## config.mk

```make
export PLATFORM = sky130hd
export DESIGN_NAME = rx_deser
export DESIGN_NICKNAME = d
export VERILOG_FILES = /design/src/rtl/uart_pkg.sv /design/src/rtl/rx_bit_counter.sv /design/src/rtl/rx_deser.sv
export SDC_FILE = /design/constraint.sdc
export NUM_CORES = 1
export LEC_CHECK = 0
export ABC_AREA = 1
export CAP_MARGIN = 20
export CORE_MARGIN = 4
export CORE_UTILIZATION = 45
export CTS_CLUSTER_SIZE = 8
export DETAILED_ROUTE_END_ITERATION = 8
export PLACE_DENSITY_LB_ADDON = 0.15
export SLEW_MARGIN = 20
export SYNTH_ARGS = -nofsm -noshare
export SYNTH_HDL_FRONTEND = slang
export SYNTH_SLANG_ARGS = --single-unit
```

## constraint.sdc

```tcl
create_clock -name rx_clk -period 1.4 [get_ports rx_clk]
set_clock_uncertainty 0.05 [all_clocks]
set_input_delay 0.28 -clock rx_clk [delete_from_list [all_inputs] [get_ports rx_clk]]
set_output_delay 0.28 -clock rx_clk [all_outputs]
set_load 0.1 [all_outputs]
```

## src/rtl/uart_pkg.sv

```systemverilog
// Shared constants for the serial receive path: default and legal data
// widths, plus the bit-order selector values used by MSB_FIRST.
package uart_pkg;

  localparam int DATA_WIDTH_DEFAULT = 8;
  localparam int DATA_WIDTH_MIN     = 5;
  localparam int DATA_WIDTH_MAX     = 9;

  // Bit-order selectors
  localparam int LSB_FIRST = 0;
  localparam int MSB_FIRST = 1;

  // Width of a counter that can hold 0..dw+1
  function automatic int count_width(input int dw);
    return $clog2(dw + 2);
  endfunction

endpackage

```

## src/rtl/rx_bit_counter.sv

```systemverilog
// Bit counter for one serial frame. Counts accepted shift edges and flags
// the edge that delivers the last bit of the frame. The counter wraps to 0
// on that edge. clear and rst both force it back to 0 and suppress
// frame_done.
module rx_bit_counter
  import uart_pkg::*;
#(
  parameter int FRAME_BITS = 8,
  parameter int CNT_W      = 4
) (
  input  logic             rx_clk,
  input  logic             rst,
  input  logic             shift,
  input  logic             clear,
  output logic [CNT_W-1:0] count,
  output logic             frame_done
);

  localparam logic [CNT_W-1:0] LAST = CNT_W'(FRAME_BITS - 1);

  logic [CNT_W-1:0] count_reg;
  logic [CNT_W-1:0] count_next;

  assign count      = count_reg;
  assign frame_done = shift & ~clear & ~rst & (count_reg == LAST);

  // Next count: clear wins over shift, and the last bit wraps to 0
  always_comb begin
    count_next = count_reg;
    if (clear) begin
      count_next = '0;
    end else if (shift) begin
      count_next = (count_reg == LAST) ? '0 : count_reg + 1'b1;
    end
  end

  // Count register with synchronous reset
  always_ff @(posedge rx_clk) begin
    if (rst) begin
      count_reg <= '0;
    end else begin
      count_reg <= count_next;
    end
  end

endmodule

```

## src/rtl/rx_deser.sv

```systemverilog
// Serial-to-parallel receiver with a valid/ready output register, a sticky
// overrun flag and optional parity checking.
// Build option: define RX_DESER_PARITY_EN to append one parity bit to each
// frame. That bit is checked against PARITY_ODD and is not placed in
// data_out. Without the option, parity_err is tied to 0.
module rx_deser
  import uart_pkg::*;
#(
  parameter int DATA_WIDTH = DATA_WIDTH_DEFAULT,
  parameter int MSB_FIRST  = LSB_FIRST,
  parameter int PARITY_ODD = 0
) (
  input  logic                              rx_clk,
  input  logic                              rst,
  input  logic                              shift,
  input  logic                              serial_in,
  input  logic                              clear,
  input  logic                              data_ready,
  output logic [DATA_WIDTH-1:0]             data_out,
  output logic                              data_valid,
  output logic                              overrun,
  output logic                              parity_err,
  output logic [$clog2(DATA_WIDTH+2)-1:0]   bit_count
);

`ifdef RX_DESER_PARITY_EN
  localparam int PAR_BITS = 1;
`else
  localparam int PAR_BITS = 0;
`endif
  localparam int FRAME_BITS = DATA_WIDTH + PAR_BITS;
  localparam int CNT_W      = $clog2(DATA_WIDTH + 2);

  // Reject illegal configurations at elaboration time
  if (DATA_WIDTH < DATA_WIDTH_MIN || DATA_WIDTH > DATA_WIDTH_MAX) begin : g_bad_width
    $error("rx_deser: DATA_WIDTH %0d outside %0d..%0d", DATA_WIDTH, DATA_WIDTH_MIN, DATA_WIDTH_MAX);
  end
  if (MSB_FIRST != LSB_FIRST && MSB_FIRST != uart_pkg::MSB_FIRST) begin : g_bad_order
    $error("rx_deser: MSB_FIRST must be 0 or 1");
  end
  if (PARITY_ODD != 0 && PARITY_ODD != 1) begin : g_bad_parity
    $error("rx_deser: PARITY_ODD must be 0 or 1");
  end

  logic [CNT_W-1:0]      count;
  logic                  frame_done;
  logic [FRAME_BITS-1:0] sr_reg;
  logic [FRAME_BITS-1:0] sr_fill;
  logic [DATA_WIDTH-1:0] data_out_reg;
  logic                  data_valid_reg;
  logic                  overrun_reg;
  logic                  load_frame;
  logic                  drop_frame;

  rx_bit_counter #(
    .FRAME_BITS (FRAME_BITS),
    .CNT_W      (CNT_W)
  ) u_counter (
    .rx_clk     (rx_clk),
    .rst        (rst),
    .shift      (shift),
    .clear      (clear),
    .count      (count),
    .frame_done (frame_done)
  );

  // sr_fill is the shift register with the current serial bit merged in at
  // the slot for received bit index gi. The slot map is a permutation, so
  // every bit of sr_fill has exactly one driver.
  for (genvar gi = 0; gi < FRAME_BITS; gi++) begin : g_slot
    localparam int POS = (MSB_FIRST != 0 && gi < DATA_WIDTH) ? DATA_WIDTH - 1 - gi : gi;
    assign sr_fill[POS] = (count == CNT_W'(gi)) ? serial_in : sr_reg[POS];
  end

  // A completed frame is kept unless an unconsumed one is still held
  assign load_frame = frame_done & (~data_valid_reg | data_ready);
  assign drop_frame = frame_done & data_valid_reg & ~data_ready;

  assign data_out   = data_out_reg;
  assign data_valid = data_valid_reg;
  assign overrun    = overrun_reg;
  assign bit_count  = count;

  // Assembly register, output register, handshake and overrun flag
  always_ff @(posedge rx_clk) begin
    if (rst) begin
      sr_reg         <= '0;
      data_out_reg   <= '0;
      data_valid_reg <= 1'b0;
      overrun_reg    <= 1'b0;
    end else begin
      if (clear || frame_done) begin
        sr_reg <= '0;
      end else if (shift) begin
        sr_reg <= sr_fill;
      end

      if (load_frame) begin
        data_out_reg   <= sr_fill[DATA_WIDTH-1:0];
        data_valid_reg <= 1'b1;
      end else if (data_valid_reg && data_ready) begin
        data_valid_reg <= 1'b0;
      end

      if (clear) begin
        overrun_reg <= 1'b0;
      end else if (drop_frame) begin
        overrun_reg <= 1'b1;
      end
    end
  end

`ifdef RX_DESER_PARITY_EN
  logic parity_reg;
  logic parity_calc;

  assign parity_calc = (^sr_fill[DATA_WIDTH-1:0]) ^ sr_fill[DATA_WIDTH] ^ (PARITY_ODD != 0);
  assign parity_err  = parity_reg;

  // Parity status follows the frame held in data_out
  always_ff @(posedge rx_clk) begin
    if (rst) begin
      parity_reg <= 1'b0;
    end else if (load_frame) begin
      parity_reg <= parity_calc;
    end
  end
`else
  assign parity_err = 1'b0;
`endif

endmodule

```

After elaboration in Yosys (flattened, before gate mapping) --
Cells that the tools add are included.
Operators by class: reduce and logical (&&, ||, !) cells 6, add/sub/neg operators 1, multiplexer cells 11, equal/unequal tests 7, bitwise operators 11
Operators by type and width (count):
- $eq A4 B3 Y1 const B | 4
- $mux W1 | 10
- $eq A4 B2 Y1 const B | 2
- $and A1 B1 Y1 | 6
- $add A4 B1 Y4 const B | 1
- $eq A4 B1 Y1 const B | 1
- $logic_not A4 Y1 | 1
- $mux W4 | 1
- $not A1 Y1 | 4
- $reduce_or A2 Y1 | 2
- $reduce_bool A2 Y1 | 1
- $logic_and A1 B1 Y1 | 1
- $logic_or A1 B1 Y1 | 1
- $or A1 B1 Y1 | 1
Storage, ports and cells: bits in registers 22, input port bits 6

Depth between registers and ports, before layout --
Gate-level depths: netlist of the first run.
word-level depth 6, gate-level depth with buffers 8

Hierarchy --
From an unflattened synthesis of the first run, not the netlist that was laid out.
Unflattened totals: cell total of the unflattened synthesis 175, area, all modules 1168.6 sq um
By module, submodules not included:
- rx_deser | sequential area each 360.3 sq um, instances 1, cells each 148, area each 972.2 sq um
- rx_bit_counter | sequential area each 80.1 sq um, instances 1, cells each 27, area each 196.4 sq um

Worst setup path after synthesis of the first run --
OpenSTA, ideal clock, no wires.
path type reg2reg, start point reg u_counter.count_reg[1] (netlist: u_counter.count[1]), end point reg sr_reg[0], setup time 115 ps, arrival 2010 ps, stages on the path, launching flop included 7, path buffers 0, required time 1235 ps, slack -775 ps, period minus slack after synthesis 2175 ps, cell sequence dfxtp_1 > ha_1 > nand2_2 > o21ai_1 > nor2_1 > o21ai_0 > inv_1
Between the ends: longest elaborated chain between the ends 4, elaborated cells between the ends (all ways) 6, those cells by class eq/ne (1); mux (1); bitwise (1); reduce/logical (3)
RTL lines:
- from (decl) | RTL line rx_bit_counter.sv:21 | logic [CNT_W-1:0] count_reg;
- from (signal assigned) | RTL line rx_bit_counter.sv:42 | count_reg <= count_next;
- $eq A4 B3 Y1 | RTL line rx_bit_counter.sv:25 | assign frame_done = shift & ~clear & ~rst & (count_reg == LAST);
- $and A1 B1 Y1 | RTL line rx_bit_counter.sv:25
- $logic_or A1 B1 Y1 | RTL line rx_deser.sv:92 | if (clear || frame_done) begin
- $reduce_or A2 Y1 (no line)
- to (signal assigned) | RTL line rx_deser.sv:95 | sr_reg <= sr_fill;
- to (decl) | RTL line rx_deser.sv:47 | logic [FRAME_BITS-1:0] sr_reg;
Parallel ways exist; a longest one is shown, timed or not. A chain may end at the register's enable or synchronous reset.

Worst setup path in the final report of the first run --
start point reg u_counter.count_reg[0] (netlist: u_counter.count[0]), end point out bit_count[0]
RTL lines:
- to (decl) | RTL line rx_deser.sv:23 | output logic [$clog2(DATA_WIDTH+2)-1:0] bit_count
No word-level cell between the ends.

==> metrics.csv, run 1 <==
stage;metric;value;unit
sta;Pins Over Slew Limit;0;
critical_path;WS Path Type;reg2out;
yosys;Synth Area in XOR/XNOR;0;%
critical_path;Cell Chain, Critical Path;buf_4 -> buf_12;
yosys;Post-Synth Simple-Gate Area;37.3;%
layout;Post-Layout Inst Area;1600;µm²
pwr;Combinational Power Share;13.7;%
clock_network;Bufs on Longest Clock Path;2;
critical_path;CP max stage delay;0.38;ns
pwr;Sw Ratio;26.9;%
floorplanning;die footprint;3360;µm²
critical_path;worst path bufs/invs;2;
pwr;Total Power;1090;µW
yosys;most numerous cell in the Yosys netlist;nand2_1;
pwr;LEAKAGE;0.000769;µW
yosys;mapped cell area;1120;µm²
critical_path;slowest cell on the critical path;dfxtp_4;
place;RePlAce Congestion;0.850;
detailed_routing;vias per cell;4.88;
detailed_routing;# DRC;0;
yosys;post-synthesis register bit count;22;
layout;final-stage net count;206;
pwr;register share of total power;58.6;%
layout;Area growth syn-to-layout;42.4;%
yosys;post-synthesis compound-gate area fraction;7.57;%
pwr;peak supply drop;0.000675;V
critical_path;worst-path fanout max;4;
layout;fill count;180;
yosys;Post-Syn Area per Cell;6.69;µm²
yosys;synth cell count leaders;nand2_1, nor2_1, inv_1;
clock_network;Root Buffer;clkbuf_4;
yosys;post-synth cell types;18;
status;run status;finished clean;
place;Placed Instance Area;1530;µm²
floorplanning;FP Rows;17;
yosys;EDFF count, synth;0;
detailed_routing;drt wl/cell;10.9;µm
hold_path;HP Class;reg2reg;
layout;number of diodes;0;
clock_network;clk sink count;22;
grt;initial antenna violation count;0;
grt;total track usage;15.4;%
clock_network;CTS tree;done;
grt;pin count of the biggest net entering global routing;17;
place;dpl cells;215;
floorplanning;Die Ht;58.0;µm
yosys;fraction of registers with async set/reset;0;%
pwr;Internal Pwr Total;797;µW
clock_network;Worst-path clk slew;0.13;ns
grt;first-pass GRT wire length;4.13;mm
yosys;Ys Warns;0;
critical_path;Crit path max-delay family;flip-flops;
layout;fraction of final layout cells sized beyond drive strength 1;22.6;%
pwr;PD cells;682;nW/µm²
place;PortBufs;19;
sta;minimum clock period;1.34;ns
detailed_routing;DRT iter0 DRCs;28;
pwr;Clk pwr share;27.7;%
sta;final period utilization;95.4;%
layout;Finished Layout Cells;223;
critical_path;crit end category;output port;
yosys;Seq/Total Area, Yosys;39.2;%
floorplanning;Core Footprint;2300;µm²
yosys;Post-Syn Nets;178;
detailed_routing;Detailed Route WL;2.44;mm
place;DP Wirelength;1.80;mm
yosys;Synth Area in Adders;4.45;%
clock_network;H-tree Lvls;1;
flow_run;max_cap viols;0;
critical_path;required time worst endpoint;1.07;ns
sta;FMAX;749;MHz
grt;vias in the first global route;966;
floorplanning;Starting Density;48.9;%
clock_network;TritonCTS Buffers;3;
detailed_routing;DRT antenna net count;0;
floorplanning;# IOs;21;
sta;# setup viols final;0;
grt;gr ovfl total;0;
detailed_routing;DRT Pass-1 Iters;4;
floorplanning;chip width;58.0;µm
yosys;leading area contributor after synthesis;dfxtp_1;
yosys;mux cell area share after synthesis;0;%
yosys;main combinational cell family by area after synthesis;simple AND/OR/NAND/NOR gates;
yosys;Mapped Cells;168;
pwr;switching power;294;µW
sta;Post-Route Setup TNS;0;ns
detailed_routing;Vias;1089;
yosys;Synth top area share;39.2;%
critical_path;startpoint types;register;
sta;RSZ-0062 raised after global routing;yes;
yosys;Main synth FF type;dfxtp_1;
yosys;synth top area cells;dfxtp_1, nand2_1, nor2_1;
sta;Hold Fails Final Rpt;0;
critical_path;crit path DAT;1.01;ns
clock_network;Skew-Pair Late Insertion Delay;0.31;ns
## final timing paths
| path | startpoint | end | slack (ns) | cells past startpoint |
|---|---|---|---|---|
| worst max-delay path | u_counter.count[0]$_SDFFE_PP0P_ | bit_count[0] | 0.06 | 2 |
| worst min-delay path | sr_reg[7]$_SDFFE_PP0P_ | sr_reg[7]$_SDFFE_PP0P_ | 0.39 | 2 |
| worst max register to register | u_counter.count[1]$_SDFFE_PP0P_ | data_out[4]$_SDFFE_PP0P_ | 0.09 | 7 |
| worst min register to register | sr_reg[7]$_SDFFE_PP0P_ | sr_reg[7]$_SDFFE_PP0P_ | 0.39 | 2 |
## power groups by stage
stage | sequential (µW) | combinational [µW] | clock (µW)
finish | 639 | 150 | 303
global route | 640 | 164 | 323
CTS | 640 | 141 | 309
detailed placement | 654 | 141 | 0
global placement | 655 | 137 | 0
floorplan | 670 | 73.8 | 0
## per-layer routing
| metal | GRT usage, % | routed length, µm | vias up |
|---|---|---|---|
| li1 | - | - | 570 |
| met1 | 19.5 | 1120 | 486 |
| met4 | 3.31 | 15 | 0 |
| met2 | 25.0 | 1150 | 29 |
| met3 | 5.57 | 150 | 4 |
| met5 | 0 | 0 | - |
## per-stage QoR
| stage | utilization (%) | worst slack (ns) | hold WS, ns |
|---|---|---|---|
| after floorplan | - | -0.0607 | 0.337 |
| after global placement | 66.6 | -0.132 | 0.369 |
| after detailed placement | 66.6 | -0.177 | 0.378 |
| after CTS | 67.7 | 0.0681 | 0.397 |
| after global routing | 69.7 | -0.0181 | 0.423 |
| final | 69.7 | 0.0646 | 0.393 |
## layout by cell type, fill, tap and decap left out, types with 2 or more instances in the layout
master / n
nand3_4: 2
ha_1: 2
nand3_1: 13
nor2_4: 3
o21ai_1: 2
nand2_2: 3
nor2_1: 32
a21oi_1: 4
buf_12: 14
nand2_1: 41
o21ai_0: 10
dfxtp_4: 4
clkbuf_4: 3
buf_4: 8
clkdlybuf4s50_1: 5
dfxtp_1: 17
inv_1: 23
## repair_timing
action / 4_1_cts / 5_1_grt
setup buffers: 0 / 3
hold buffers: 0 / 0
resized for setup: 0 / 4
setup endpoints to repair: 0 / 11
## cells by family (layout without fill, tap and decap cells)
group	Yosys count	in the layout
adders and majority gates	4	4
AOI/OAI and AO/OA	17	17
buffers and inverters	29	55
other	1	1
DFF	22	22
and+or+nand+nor	95	96
## cell type report
cell class                 instances  area [µm²]  area share, %
timing repair buffer              27         390           24.4
tap                               28        35.0           2.19
clock buffer                       4        26.3           1.64
multi-input combinational        118         602           37.6
inverter                          24        90.1           5.63
sequential                        22         457           28.5
## tightest hold or removal path, stage by stage (launching register included)
cell,delay [ns]
dfxtp_1,0.33
inv_1,0.05
nor2_1,0.04
Note: power is estimated with default switching activity, not from simulation.
==> run 2: changes to the inputs <==
--- a/config.mk
+++ b/config.mk
@@ -6,6 +6,7 @@
 export NUM_CORES = 1
 export LEC_CHECK = 0
 export ABC_AREA = 1
+export ABC_CLOCK_PERIOD_IN_PS = 1400
 export CAP_MARGIN = 20
 export CORE_MARGIN = 4
 export CORE_UTILIZATION = 45
==> results of run 2 <==
Final layout, timing and power as in run 1 (identical DEF).
